$ cat config.mk
export PLATFORM = sky130hd
export DESIGN_NAME = uk101_text_injector
export DESIGN_NICKNAME = d
export VERILOG_FILES = /design/src/rtl/uk101_pkg.sv /design/src/rtl/uk101_sync_fifo.sv /design/src/rtl/uk101_text_injector.sv
export SDC_FILE = /design/constraint.sdc
export NUM_CORES = 1
export LEC_CHECK = 0
export ABC_AREA = 0
export ABC_CLOCK_PERIOD_IN_PS = 2830
export BUFFER_PORTS_ARGS = -buffer_cell sky130_fd_sc_hd__buf_2
export CORE_AREA = 2 2 172 174
export CTS_CLUSTER_DIAMETER = 150
export DETAILED_ROUTE_END_ITERATION = 7
export DIE_AREA = 0 0 174 176
export PLACE_DENSITY_LB_ADDON = 0.25
export SYNTH_ARGS = -nofsm -noshare
export SYNTH_HDL_FRONTEND = slang
export SYNTH_SLANG_ARGS = --single-unit
$ cat constraint.sdc
create_clock -name clk_sys -period 2.83 [get_ports clk_sys]
set_input_delay 0.566 -clock clk_sys [delete_from_list [all_inputs] [get_ports clk_sys]]
set_output_delay 0.566 -clock clk_sys [all_outputs]
set_load 0.02 [all_outputs]
$ cat src/rtl/uk101_pkg.sv
// Shared types and helpers for the UK101 serial text injector.
package uk101_pkg;

  typedef enum logic [2:0] {
    ST_IDLE,
    ST_START,
    ST_DATA,
    ST_STOP,
    ST_GAP
  } tx_state_e;

  localparam logic [7:0] ASCII_CR = 8'h0D;
  localparam logic [7:0] ASCII_LF = 8'h0A;

  // Clock cycles per serial bit, truncated.
  function automatic logic [31:0] baud_div(input int unsigned clk_hz, input int unsigned baud);
    return 32'(clk_hz / baud);
  endfunction

endpackage

$ cat src/rtl/uk101_sync_fifo.sv
// Single-clock FIFO with first-word fall-through read data, flush and occupancy count.
module uk101_sync_fifo #(
  parameter int WIDTH      = 8,
  parameter int DEPTH_LOG2 = 4
) (
  input  logic                  clk,
  input  logic                  reset,
  input  logic                  flush,
  input  logic                  wr_en,
  input  logic [WIDTH-1:0]      wr_data,
  input  logic                  rd_en,
  output logic [WIDTH-1:0]      rd_data,
  output logic                  full,
  output logic                  empty,
  output logic [DEPTH_LOG2:0]   count
);

  localparam int DEPTH = 2 ** DEPTH_LOG2;
  localparam logic [DEPTH_LOG2-1:0] PTR_ONE = DEPTH_LOG2'(1);
  localparam logic [DEPTH_LOG2:0]   CNT_ONE = (DEPTH_LOG2 + 1)'(1);
  localparam logic [DEPTH_LOG2:0]   CNT_MAX = (DEPTH_LOG2 + 1)'(DEPTH);

  logic [WIDTH-1:0]      mem_q [DEPTH];
  logic [DEPTH_LOG2-1:0] wr_ptr_q, wr_ptr_d;
  logic [DEPTH_LOG2-1:0] rd_ptr_q, rd_ptr_d;
  logic [DEPTH_LOG2:0]   count_q, count_d;
  logic                  wr_acc, rd_acc;

  assign full    = (count_q == CNT_MAX);
  assign empty   = (count_q == '0);
  assign count   = count_q;
  assign rd_data = mem_q[rd_ptr_q];

  always_comb begin
    wr_acc   = wr_en & ~full;
    rd_acc   = rd_en & ~empty;
    wr_ptr_d = wr_ptr_q;
    rd_ptr_d = rd_ptr_q;
    count_d  = count_q;
    if (wr_acc) wr_ptr_d = wr_ptr_q + PTR_ONE;
    if (rd_acc) rd_ptr_d = rd_ptr_q + PTR_ONE;
    case ({wr_acc, rd_acc})
      2'b10:   count_d = count_q + CNT_ONE;
      2'b01:   count_d = count_q - CNT_ONE;
      default: count_d = count_q;
    endcase
    if (flush) begin
      wr_ptr_d = '0;
      rd_ptr_d = '0;
      count_d  = '0;
    end
  end

  always_ff @(posedge clk) begin
    if (reset) begin
      wr_ptr_q <= '0;
      rd_ptr_q <= '0;
      count_q  <= '0;
    end else begin
      wr_ptr_q <= wr_ptr_d;
      rd_ptr_q <= rd_ptr_d;
      count_q  <= count_d;
    end
  end

  always_ff @(posedge clk) begin
    if (wr_acc) mem_q[wr_ptr_q] <= wr_data;
  end

endmodule

$ cat src/rtl/uk101_text_injector.sv
// Feeds a downloaded text file to the UK101 ACIA as 8N1 serial, with a pause after each CR.
// Optional macro UK101_INJECT_LF_STRIP_EN drops 0x0A bytes before they enter the FIFO.
module uk101_text_injector
  import uk101_pkg::*;
#(
  parameter int CLK_HZ     = 50_000_000,
  parameter int BAUD_HI    = 9600,
  parameter int BAUD_LO    = 300,
  parameter int DEPTH_LOG2 = 4,
  parameter int GAP_BITS   = 200
) (
  input  logic       clk_sys,
  input  logic       reset,
  input  logic       load_from,
  input  logic       baud_sel,
  input  logic       ioctl_download,
  input  logic       ioctl_wr,
  input  logic [7:0] ioctl_dout,
  output logic       ioctl_wait,
  input  logic       uart_rxd_in,
  output logic       rxd_out,
  output logic       busy
);

  localparam logic [31:0] DIV_HI   = baud_div(CLK_HZ, BAUD_HI);
  localparam logic [31:0] DIV_LO   = baud_div(CLK_HZ, BAUD_LO);
  localparam logic [31:0] GAP_LAST = 32'(GAP_BITS - 1);
  localparam logic [DEPTH_LOG2:0] WAIT_LVL = (DEPTH_LOG2 + 1)'(2 ** DEPTH_LOG2 - 1);
  localparam logic [DEPTH_LOG2:0] CNT_ONE  = (DEPTH_LOG2 + 1)'(1);

  tx_state_e             state_q, state_d;
  logic [31:0]           baud_cnt_q, baud_cnt_d;
  logic [31:0]           bit_cnt_q, bit_cnt_d;
  logic [31:0]           div_q, div_d;
  logic [7:0]            shift_q, shift_d;
  logic [7:0]            byte_q, byte_d;
  logic                  load_q;
  logic                  wait_q, wait_d;
  logic                  line, bit_end, load_rise;
  logic                  fifo_wr, fifo_rd, fifo_full, fifo_empty;
  logic [7:0]            fifo_rd_data;
  logic [DEPTH_LOG2:0]   fifo_count, count_nxt;

  assign load_rise = load_from & ~load_q;

`ifdef UK101_INJECT_LF_STRIP_EN
  assign fifo_wr = ioctl_download & ioctl_wr & ~load_from & (ioctl_dout != ASCII_LF);
`else
  assign fifo_wr = ioctl_download & ioctl_wr & ~load_from;
`endif

  uk101_sync_fifo #(
    .WIDTH      (8),
    .DEPTH_LOG2 (DEPTH_LOG2)
  ) u_fifo (
    .clk     (clk_sys),
    .reset   (reset),
    .flush   (load_rise),
    .wr_en   (fifo_wr),
    .wr_data (ioctl_dout),
    .rd_en   (fifo_rd),
    .rd_data (fifo_rd_data),
    .full    (fifo_full),
    .empty   (fifo_empty),
    .count   (fifo_count)
  );

  assign bit_end = (baud_cnt_q == div_q - 32'd1);

  always_comb begin
    state_d    = state_q;
    baud_cnt_d = '0;
    bit_cnt_d  = bit_cnt_q;
    div_d      = div_q;
    shift_d    = shift_q;
    byte_d     = byte_q;
    fifo_rd    = 1'b0;
    line       = 1'b1;
    if (state_q != ST_IDLE) baud_cnt_d = bit_end ? '0 : baud_cnt_q + 32'd1;
    case (state_q)
      ST_IDLE: begin
        if (!fifo_empty) begin
          fifo_rd = 1'b1;
          shift_d = fifo_rd_data;
          byte_d  = fifo_rd_data;
          div_d   = baud_sel ? DIV_LO : DIV_HI;
          state_d = ST_START;
        end
      end
      ST_START: begin
        line = 1'b0;
        if (bit_end) begin
          bit_cnt_d = '0;
          state_d   = ST_DATA;
        end
      end
      ST_DATA: begin
        line = shift_q[0];
        if (bit_end) begin
          shift_d   = shift_q >> 1;
          bit_cnt_d = bit_cnt_q + 32'd1;
          if (bit_cnt_q == 32'd7) state_d = ST_STOP;
        end
      end
      ST_STOP: begin
        if (bit_end) begin
          bit_cnt_d = '0;
          state_d   = (byte_q == ASCII_CR) ? ST_GAP : ST_IDLE;
        end
      end
      ST_GAP: begin
        if (bit_end) begin
          bit_cnt_d = bit_cnt_q + 32'd1;
          if (bit_cnt_q == GAP_LAST) state_d = ST_IDLE;
        end
      end
      default: state_d = ST_IDLE;
    endcase
    if (load_rise) begin
      state_d    = ST_IDLE;
      fifo_rd    = 1'b0;
      baud_cnt_d = '0;
      bit_cnt_d  = '0;
    end
  end

  // Wait is registered from next-cycle occupancy so it is already high in the cycle count reaches DEPTH-1.
  always_comb begin
    count_nxt = fifo_count;
    case ({fifo_wr & ~fifo_full, fifo_rd & ~fifo_empty})
      2'b10:   count_nxt = fifo_count + CNT_ONE;
      2'b01:   count_nxt = fifo_count - CNT_ONE;
      default: count_nxt = fifo_count;
    endcase
    if (load_rise) count_nxt = '0;
    wait_d = (count_nxt >= WAIT_LVL) || (state_d == ST_GAP);
  end

  always_ff @(posedge clk_sys) begin
    if (reset) begin
      state_q    <= ST_IDLE;
      baud_cnt_q <= '0;
      bit_cnt_q  <= '0;
      div_q      <= DIV_HI;
      shift_q    <= '0;
      byte_q     <= '0;
      load_q     <= 1'b0;
      wait_q     <= 1'b0;
    end else begin
      state_q    <= state_d;
      baud_cnt_q <= baud_cnt_d;
      bit_cnt_q  <= bit_cnt_d;
      div_q      <= div_d;
      shift_q    <= shift_d;
      byte_q     <= byte_d;
      load_q     <= load_from;
      wait_q     <= wait_d;
    end
  end

  assign ioctl_wait = wait_q;
  assign rxd_out    = load_from ? uart_rxd_in : line;
  assign busy       = ~fifo_empty | (state_q != ST_IDLE);

endmodule

==> results by group <==
Critical path
  – Critical path fanouts, max: 8
  – Startpoint types: register
  – Reg-to-Reg End: ioctl_wait$_SDFF_PP0_
  – Crit path capture type: register
  – Worst R2R Start: u_fifo.count[3]$_SDFF_PP0_
  – CP required: 3230 ps
  – R2R depth: 9
  – Crit path DAT: 3040 ps
  – Critical path class: register to register
  – R2r setup slk: 190 ps

Cells and area
  – ANT cells: 0
  – Commonest non-fill, non-tap cells in the layout: edfxtp_1, dfxtp_1, nor2_1
  – Area delta synth->final: 16.1%
  – Share of cells above drive strength 1: 0.158
  – Layout Nets: 909
  – Commonest non-fill, non-tap cell in the layout: edfxtp_1
  – Post-route core utilization: 0.414

Floorplanning
  – Die height: 176 µm
  – Die W: 174 µm
  – Core ar.: 28500 µm²
  – I/O Pins: 18
  – Site Rows: 62
  – Initial Util: 0.357
  – Die area: 30600 µm²

CTS
  – Clock Tree Root: clkbuf_16
  – Clk Latency, worst-skew pair: 520 ps
  – CTS H-tree depth: 1
  – Post-CTS sizing: 0
  – CTS tree: done
  – Clock buffer depth: 3
  – Post CTS Setup Buffer Count: 0
  – Num CTS Buffers: 26
  – Hold-fix buffers, CTS: 0
  – Clock Sinks: 232
  – Reg clk slew, reported paths: 60 ps

Power and ir drop
  – Worst VDD drop: 0.000489 V
  – P per Cell Area: 644 nW/µm²
  – Leak: 0.00368 µW
  – PnR Total Power: 7600 µW

Placement
  – PortBufs: 17
  – Gpl congestion: 0.775
  – HPWL Detailed: 14400 µm

STA
  – Final hold violations: 0
  – Fmax: 378 MHz
  – Clock Skews: 9.68 ps
  – Final setup viols: 0
  – Max Slew Vio Count: 0
  – Rel. slew slack: 0.520
  – RSZ-0062 raised after global routing: false
  – Final TNS setup: 0 ps
  – Worst hold slack: 329 ps
  – Tmin final: 2640 ps
  – Worst Tran Pin Value: 714 ps
  – Fin crit share: 0.934

GRT
  – Vias in the first global route: 6653
  – Remaining Overflow, GRT: 0
  – Initial antenna violation count: 0
  – Largest net degree at the start of global routing: 54
  – Total GRT Usage: 0.148
  – First-pass GRT wire length: 36500 µm

Synth
  – Post-Syn Area per Cell: 11.9 µm²
  – Synthesized flop and latch total: 232
  – Yosys Warn Count: 0
  – Distinct cells, synth: 62
  – Number of synthesized flops with an enable pin: 128
  – Ys flop type: edfxtp_1
  – Syn Inst Count: 855
  – Sequential area share after synthesis: 0.582
  – Syn nets: 880
  – Asr flop ratio synth: 0
  – Mapped Area: 10200 µm²

Run status
  – Outcome: complete, no violations

Detailed routing
  – Detail Route Antenna Nets: 0
  – Routed vias: 6924
  – DR pass1 iterations: 5
  – DRC: 0
  – Routed wire length: 22400 µm
  – Via density: 5.38
  – Routed wire per std cell: 17.4 µm
  – Starting DRT DRC Count: 680

Worst hold path
  – Min-Delay Endpoint: div_q[15]$_SDFFE_PP0N_
  – Worst Hold Launch: baud_sel
  – Hold path depth: 3
  – Hold crit path type: input port to register

Flow run
  – Max Cap Viol: 0
[area by class of cell]
class	count	area, µm²
Multi-Input combinational cell	547	4000
Fill cell	2752	16700
Tap cell	384	480
Clock inverter	16	236
Inverter	29	109
Clock buffer	32	704
Sequential cell	232	5930
Timing Repair Buffer	48	355
[cell usage after synthesis, types with 2 or more instances]
cell type,n,area share
a2111oi_0,6,0.0052
a211oi_1,9,0.0066
a21o_1,2,0.0015
a21oi_1,49,0.024
a22oi_1,14,0.010
and2_1,9,0.0055
and3_1,9,0.0055
and3b_1,2,0.0017
and4_1,10,0.0086
and4bb_2,2,0.0025
buf_1,2,0.00074
buf_2,10,0.0049
clkbuf_1,34,0.013
dfxtp_1,104,0.20
edfxtp_1,128,0.38
ha_1,10,0.012
inv_1,29,0.011
mux2i_1,4,0.0039
mux4_2,32,0.071
nand2_1,59,0.022
nand2b_1,3,0.0018
nand3_1,34,0.017
nand4_1,30,0.018
nor2_1,67,0.025
nor2b_1,8,0.0049
nor3_1,15,0.0074
nor4_1,20,0.012
nor4_2,3,0.0037
nor4b_1,4,0.0034
o211ai_1,3,0.0022
o21a_1,2,0.0015
o21ai_0,12,0.0059
o31ai_1,28,0.021
o41ai_1,2,0.0017
or3_1,10,0.0061
or4_1,30,0.022
xnor2_1,18,0.015
xor2_1,18,0.015
[state kept, by name, summed over array words and instances, names as in the netlist, 4 cells and up, named ones only]
signal / cells
u_fifo.rd_ptr_q: 4
shift_q: 8
baud_cnt_q: 32
u_fifo.mem_q: 128
bit_cnt_q: 32
byte_q: 8
u_fifo.wr_ptr_q: 4
u_fifo.count: 5
[where the power goes]
part	leakage (µW)	internal, µW	switching (µW)	total, µW
sequential	0.00199	3580	25.3	3610
clock	0.000459	2310	1350	3660
combinational	0.00123	132	199	331
[per-layer routing]
| layer | vias to the layer above | share of wire | track usage |
|---|---|---|---|
| met2 | 136 | 0.46 | 0.241 |
| met4 | 0 | 0.016 | 0.0315 |
| li1 | 3353 | - | - |
| met5 | - | 0 | 0 |
| met3 | 24 | 0.040 | 0.0224 |
| met1 | 3411 | 0.48 | 0.211 |
[kinds of logic (layout without fill, tap and decap cells)]
kind of cell / after synthesis / after routing / synth area share
buf+inv: 76 / 125 / 0.0300
fa+ha+maj: 10 / 10 / 0.0123
xor+xnor: 36 / 36 / 0.0310
mux: 39 / 39 / 0.0794
compound gates: 138 / 138 / 0.0900
flops: 232 / 232 / 0.582
simple gates: 324 / 324 / 0.175
[worst max-delay path, cell delays in order, from the launching register on]
cell and delay, ps:
dfxtp_1 370, nor4_4 480, a211oi_2 150, buf_4 170, ha_1 430, inv_1 120
a32o_1 280, o21a_1 200, o211ai_1 200, nand4_1 120
[per-stage QoR]
| step | instance area (µm²) | setup slack (ps) | cells |
|---|---|---|---|
| after global routing | 11800 | 4.43 | 1288 |
| final | 11800 | 188 | 1288 |
| after detailed placement | 10900 | 120 | 1240 |
| after CTS | 11800 | 177 | 1288 |
| after global placement | 10900 | 191 | 1240 |
| after floorplan | 10200 | 51.7 | 855 |
[how the worst max path moves through the flow]
stage / startpoint / endpoint / slack [ps] / cells after the start
detailed placement: load_from / ioctl_wait$_SDFF_PP0_ / 120 / 10
global placement: load_from / ioctl_wait$_SDFF_PP0_ / 190 / 10
CTS: u_fifo.count[3]$_SDFF_PP0_ / ioctl_wait$_SDFF_PP0_ / 180 / 9
global route: u_fifo.count[3]$_SDFF_PP0_ / ioctl_wait$_SDFF_PP0_ / 4 / 9
finish: u_fifo.count[3]$_SDFF_PP0_ / ioctl_wait$_SDFF_PP0_ / 190 / 9
floorplan: u_fifo.count[1]$_SDFF_PP0_ / ioctl_wait$_SDFF_PP0_ / 50 / 13
(Power assumes the default switching activity.)
